===== src/rtl/snitch_ro_cache_ctrl.sv =====
// Control sequencer for the snitch read-only cache: drains cache reads, applies rule/enable config, runs flushes.
// Define SNITCH_RO_CACHE_CTRL_STATS_EN to add flush_cnt_o / drain_cyc_o statistics counters.
module snitch_ro_cache_ctrl #(
  parameter int unsigned NrReq        = 4,
  parameter int unsigned NrAddrRules  = 1,
  parameter int unsigned AxiAddrWidth = 48,
  parameter int unsigned MaxTrans     = 8,
  parameter bit          EnableRst    = 1'b0,
  localparam int unsigned RuleW = (NrAddrRules > 1) ? $clog2(NrAddrRules) : 1,
  localparam int unsigned CntW  = $clog2(MaxTrans + 1)
) (
  input  logic                                clk_i,
  input  logic                                rst_i,
  input  logic [NrReq-1:0]                    flush_req_i,
  output logic [NrReq-1:0]                    flush_ack_o,
  input  logic                                cfg_valid_i,
  output logic                                cfg_ready_o,
  input  logic [RuleW-1:0]                    cfg_rule_i,
  input  logic [AxiAddrWidth-1:0]             cfg_start_i,
  input  logic [AxiAddrWidth-1:0]             cfg_end_i,
  input  logic                                cfg_enable_i,
  input  logic                                cfg_flush_i,
  input  logic                                cache_ar_hs_i,
  input  logic                                cache_rlast_hs_i,
  output logic                                enable_o,
  output logic [NrAddrRules*AxiAddrWidth-1:0] start_addr_o,
  output logic [NrAddrRules*AxiAddrWidth-1:0] end_addr_o,
  output logic                                flush_valid_o,
  input  logic                                flush_ready_i,
  output logic                                busy_o
`ifdef SNITCH_RO_CACHE_CTRL_STATS_EN
  ,
  output logic [31:0]                         flush_cnt_o,
  output logic [31:0]                         drain_cyc_o
`endif
);

  typedef enum logic [2:0] {Idle, Drain, Apply, Flush, Done} state_e;

  state_e                              state_q;
  logic [CntW-1:0]                     cnt_q, cnt_d;
  logic [NrReq-1:0]                    pending_q, pending_d, ack_q;
  logic                                cfg_pend_q, cfg_enable_q, cfg_flush_q;
  logic [RuleW-1:0]                    cfg_rule_q;
  logic [AxiAddrWidth-1:0]             cfg_start_q, cfg_end_q;
  logic                                en_reg_q, enable_q, cfg_ready_q, flush_valid_q, busy_q;
  logic [NrAddrRules*AxiAddrWidth-1:0] start_q, end_q;

  // Outstanding cache-path reads; saturates at the protocol limits.
  always_comb begin
    cnt_d = cnt_q;
    if (cache_ar_hs_i && !cache_rlast_hs_i && cnt_q != CntW'(MaxTrans)) begin
      cnt_d = cnt_q + CntW'(1);
    end else if (cache_rlast_hs_i && !cache_ar_hs_i && cnt_q != '0) begin
      cnt_d = cnt_q - CntW'(1);
    end
  end

  // Requests only join the current round while it has not yet started applying/flushing.
  always_comb begin
    pending_d = pending_q;
    if (state_q == Idle || state_q == Drain) begin
      pending_d = pending_q | (flush_req_i & ~ack_q);
    end
  end

  always_ff @(posedge clk_i) begin
    if (rst_i) begin
      state_q       <= Idle;
      cnt_q         <= '0;
      pending_q     <= '0;
      ack_q         <= '0;
      cfg_pend_q    <= 1'b0;
      cfg_enable_q  <= 1'b0;
      cfg_flush_q   <= 1'b0;
      cfg_rule_q    <= '0;
      cfg_start_q   <= '0;
      cfg_end_q     <= '0;
      en_reg_q      <= EnableRst;
      enable_q      <= EnableRst;
      cfg_ready_q   <= 1'b0;
      flush_valid_q <= 1'b0;
      busy_q        <= 1'b0;
      start_q       <= '0;
      end_q         <= '0;
    end else begin
      cnt_q       <= cnt_d;
      pending_q   <= pending_d;
      cfg_ready_q <= 1'b0;
      ack_q       <= '0;
      case (state_q)
        Idle: begin
          enable_q <= en_reg_q;
          if (|flush_req_i || cfg_valid_i) begin
            state_q  <= Drain;
            busy_q   <= 1'b1;
            enable_q <= 1'b0;
            if (cfg_valid_i) begin
              cfg_pend_q   <= 1'b1;
              cfg_rule_q   <= cfg_rule_i;
              cfg_start_q  <= cfg_start_i;
              cfg_end_q    <= cfg_end_i;
              cfg_enable_q <= cfg_enable_i;
              cfg_flush_q  <= cfg_flush_i;
            end
          end
        end
        Drain: begin
          if (cnt_d == '0) begin
            if (cfg_pend_q) begin
              state_q     <= Apply;
              cfg_ready_q <= 1'b1;
            end else begin
              state_q       <= Flush;
              flush_valid_q <= 1'b1;
            end
          end
        end
        Apply: begin
          // Out-of-range rule indices match no iteration and leave all rules untouched.
          for (int unsigned r = 0; r < NrAddrRules; r++) begin
            if (32'(cfg_rule_q) == r) begin
              start_q[r*AxiAddrWidth +: AxiAddrWidth] <= cfg_start_q;
              end_q[r*AxiAddrWidth +: AxiAddrWidth]   <= cfg_end_q;
            end
          end
          en_reg_q <= cfg_enable_q;
          if (|pending_q || cfg_flush_q) begin
            state_q       <= Flush;
            flush_valid_q <= 1'b1;
          end else begin
            state_q <= Done;
            ack_q   <= pending_q;
          end
        end
        Flush: begin
          if (flush_ready_i) begin
            state_q       <= Done;
            flush_valid_q <= 1'b0;
            ack_q         <= pending_q;
          end
        end
        Done: begin
          state_q    <= Idle;
          busy_q     <= 1'b0;
          pending_q  <= '0;
          cfg_pend_q <= 1'b0;
          enable_q   <= en_reg_q;
        end
        default: state_q <= Idle;
      endcase
    end
  end

  assign flush_ack_o   = ack_q;
  assign cfg_ready_o   = cfg_ready_q;
  assign enable_o      = enable_q;
  assign start_addr_o  = start_q;
  assign end_addr_o    = end_q;
  assign flush_valid_o = flush_valid_q;
  assign busy_o        = busy_q;

  ar_overflow_a: assert property (@(posedge clk_i) disable iff (rst_i)
    !(cache_ar_hs_i && !cache_rlast_hs_i && cnt_q == CntW'(MaxTrans)));
  rlast_underflow_a: assert property (@(posedge clk_i) disable iff (rst_i)
    !(cache_rlast_hs_i && !cache_ar_hs_i && cnt_q == '0));

`ifdef SNITCH_RO_CACHE_CTRL_STATS_EN
  logic [31:0] flush_cnt_q, drain_cyc_q;

  always_ff @(posedge clk_i) begin
    if (rst_i) begin
      flush_cnt_q <= '0;
      drain_cyc_q <= '0;
    end else begin
      if (state_q == Flush && flush_ready_i) flush_cnt_q <= flush_cnt_q + 32'd1;
      if (state_q == Drain) drain_cyc_q <= drain_cyc_q + 32'd1;
    end
  end

  assign flush_cnt_o = flush_cnt_q;
  assign drain_cyc_o = drain_cyc_q;
`else
  // Statistics counters are not built.
`endif

endmodule


===== config.mk =====
export PLATFORM = sky130hd
export DESIGN_NAME = snitch_ro_cache_ctrl
export DESIGN_NICKNAME = d
export VERILOG_FILES = /design/src/rtl/snitch_ro_cache_ctrl.sv
export SDC_FILE = /design/constraint.sdc
export NUM_CORES = 1
export LEC_CHECK = 0
export BUFFER_PORTS_ARGS = -buffer_cell sky130_fd_sc_hd__buf_2
export CORE_MARGIN = 4
export CORE_UTILIZATION = 30
export CTS_CLUSTER_SIZE = 14
export DETAILED_ROUTE_END_ITERATION = 8
export GPL_TIMING_DRIVEN = 0
export SETUP_SLACK_MARGIN = 0.5
export SLEW_MARGIN = 25
export SYNTH_ARGS = -nofsm -noshare
export SYNTH_HDL_FRONTEND = slang
export SYNTH_SLANG_ARGS = --single-unit

===== constraint.sdc =====
create_clock -name clk_i -period 2.32 [get_ports clk_i]
set_input_delay 0.116 -clock clk_i [delete_from_list [all_inputs] [get_ports clk_i]]
set_output_delay 0.116 -clock clk_i [all_outputs]
set_load 0.02 [all_outputs]

==> flow_metrics.env <==
export IMPL_netlist_instances=970
export IMPL_hold_path_class="primary input to flop"
export IMPL_cts_reportedPaths_clkPinSlew_ps=60
export IMPL_synthTopCellsByArea="dfxtp_1 54%, nand2_1 18%, a21oi_1 11%"
export IMPL_grt_pass1_vias=7401
export IMPL_p_leak_nw=5.35
export IMPL_top_layer_used="met4"
export IMPL_fin_crit_sh_pct=81.2
export IMPL_synth_async_sr_flop_share_pct=0
export IMPL_antenna_found_initial=1
export IMPL_setup_tns_ps=0
export IMPL_holdCritStartpoint="flush_req_i[3]"
export IMPL_dr_wl_met3_mm=1.58
export IMPL_r2r_cells=7
export IMPL_placed_cell_area_sq_um=9520
export IMPL_status="completed"
export IMPL_die_area_sq_um=29400
export IMPL_first_pass_iters=4
export IMPL_worst_slew_pin_slew_ps=953
export IMPL_r2r_slack_ps=440
export IMPL_via_count=7902
export IMPL_rr_startpoint="cnt_q[0]"
export IMPL_critical_path_required_ps=2730
export IMPL_syn_to_final_growth_pct=61.1
export IMPL_dp_hpwl_mm=16.6
export IMPL_drt_total_wl_mm=26.5
export IMPL_design_area_sq_um=12900
export IMPL_std_cell_rows=59
export IMPL_die_w_um=172
export IMPL_cts_tree="yes"
export IMPL_vdd_drop_max_v=0.000682
export IMPL_worst_path_max_fanout=4
export IMPL_drt_met1_wl_mm=11.4
export IMPL_htree_levels=1
export IMPL_synth_area_sq_um=8030
export IMPL_grt_max_degree=13
export IMPL_ys_warn_count=0
export IMPL_report_final_slew_viol_count=0
export IMPL_skew_ps=7.38
export IMPL_first_iter_violations=355
export IMPL_drcViolationCount=0
export IMPL_nets=1450
export IMPL_maxCapViolCount=0
export IMPL_cp_end_kind="flop"
export IMPL_avgSynthCellArea_sq_um=8.27
export IMPL_clock_root_buffer="clkbuf_16"
export IMPL_synth_flop_cell="dfxtp_1"
export IMPL_max_slew_margin_pct=36.5
export IMPL_clockBufferDepth=3
export IMPL_ys_seq_elements=216
export IMPL_powerDensity_nw_per_um2=875
export IMPL_cp_start_kind="flop"
export IMPL_fmax_mhz=531
export IMPL_cp_cell_sequence="inv_4 -> ha_4 -> or3b_4 -> o2bb2ai_4 -> a32oi_4 -> or3b_1 -> o21a_1"
export IMPL_clock_sinks=216
export IMPL_finalSetupViolCount=0
export IMPL_cp_arrival_ps=2290
export IMPL_drtAntennaViolNets=0
export IMPL_viasPerCell=4.66
export IMPL_io_pins=213
export IMPL_wire_per_inst_um=15.7
export IMPL_globalRouteOverflowTotal=0
export IMPL_numPortBuffers=211
export IMPL_die_h_um=172
export IMPL_yosys_top_cells_count="382 x nand2_1, 216 x dfxtp_1, 182 x a21oi_1"
export IMPL_ys_types=50
export IMPL_slowest_delay_ps=400
export IMPL_path_class="flop to flop"
export IMPL_crit_slowest_cell="or3b_4"
export IMPL_initial_core_util_pct=30.6
export IMPL_hold_end="pending_q[3]"
export IMPL_synthDominantCellAreaShare_pct=53.9
export IMPL_finalWeightedCongestion=0.798
export IMPL_min_path_cells=3
export IMPL_hold_violations=0
export IMPL_yosysMostFrequentCell="nand2_1"
export IMPL_core_area_sq_um=26200
export IMPL_wl_met2_mm=13.0
export IMPL_syn_num_nets=1081
export IMPL_grt_pass1_wl_mm=38.2
export IMPL_final_layout_size_suffix_gt1_share_pct=40.0
export IMPL_ys_seq_area_share_pct=53.9
export IMPL_synth_edf_count=0
export IMPL_synth_top_cell_by_area="dfxtp_1"
export IMPL_grtUsageTotal_pct=16.0
export IMPL_fin_crit_ps=1880
export IMPL_clock_latency_ps=510
export IMPL_cts_buffers=25
export IMPL_r2r_end="state_q[0]"
export IMPL_rsz0062_at_grt="yes"
kinds of logic (layout without fill, tap and decap cells):
group / count (synthesis) / after routing / share of synthesized area [%]
buf+inv: 72 / 459 / 6.14
other cells: 0 / 2 / 0
fa+ha+maj: 2 / 2 / 0.312
flops: 216 / 216 / 53.9
mux: 1 / 1 / 0.140
simple gates: 455 / 455 / 23.8
xor+xnor: 1 / 1 / 0.109
compound gates: 223 / 223 / 15.6
placed cells by master, fill, tap and decap left out, drive strengths merged, types with 2 or more instances in the layout:
master,count
nand2,402
or2,2
dfxtp,216
dlygate4sd3,100
inv,4
and3b,2
a21oi,201
nor3b,6
or3,2
and3,2
nor2,10
and2,4
nor3,6
clkinv,5
diode,2
buf,264
o21a,7
o21ai,5
nor2b,3
or4,2
or3b,4
clkbuf,84
nand2b,6
ha,2
metrics by stage:
| step | worst slack [ps] | instances | hold WS [ps] | power (mW) | util (%) |
|---|---|---|---|---|---|
| global route | 379 | 1693 | 39.1 | 11.9 | 49.3 |
| global placement | 200 | 1516 | 359 | 6.27 | 36.3 |
| CTS | 389 | 1669 | 16.8 | 10.4 | 43.7 |
| floorplan | 420 | 970 | 252 | 5.66 | - |
| detailed placement | 169 | 1516 | 362 | 6.30 | 36.3 |
| finish | 437 | 1694 | 37.8 | 11.3 | 49.3 |
how the worst max path moves through the flow:
| stage | from | to | depth (start not counted) |
|---|---|---|---|
| after CTS | cnt_q[0] | state_q[0] | 7 |
| after global routing | cnt_q[0] | state_q[0] | 7 |
| after floorplan | cnt_q[1] | state_q[0] | 7 |
| after global placement | state_q[1] | start_addr_o[33] | 6 |
| after detailed placement | state_q[1] | start_addr_o[33] | 6 |
| final | cnt_q[0] | state_q[0] | 7 |
metal layers:
layer	GRT usage [%]	vias up
met3	3.88	47
met5	0	-
met1	20.0	3742
met2	27.8	191
li1	-	3922
met4	3.75	0
critical path, delay by kind of cell, from the launching register on:
| kind | cells | cell delay, ps |
|---|---|---|
| flops | 1 | 350 |
| compound gates | 3 | 390 |
| fa+ha+maj | 1 | 230 |
| simple gates | 2 | 770 |
| buf+inv | 1 | 30 |
sequential cells by signal (all words and copies together) (netlist names):
name           cells
busy_o             1
cfg_enable_q       1
cfg_end_q         48
cfg_flush_q        1
cfg_pend_q         1
cfg_ready_o        1
cfg_rule_q         1
cfg_start_q       48
cnt_q              4
en_reg_q           1
enable_o           1
end_addr_o        48
flush_ack_o        4
flush_valid_o      1
pending_q          4
start_addr_o      48
state_q            3
final cells by class:
class	count	area (sq um)
Clock inverter	8	72.6
Clock buffer	37	711
Timing Repair Buffer	342	2530
Inverter	3	13.8
Tap cell	335	419
Sequential cell	216	4340
Multi-Input combinational cell	682	4280
Buffer	69	562
Antenna cell	2	5.00
Fill cell	2412	13300
what timing repair did:
action                                 CTS  global route
resized for setup                       21           288
pin swaps                                6           195
buffers inserted                         8            10
setup endpoints to repair              117           193
endpoints found under the hold margin  100             0
gates cloned                             0            13
hold buffers                           100             0
power breakdown:
part           total (mW)  switching [mW]  internal [mW]
clock                3.75            1.52           2.23
combinational        3.22            1.70           1.52
sequential           4.34           0.294           4.04
(Power assumes the default switching activity.)
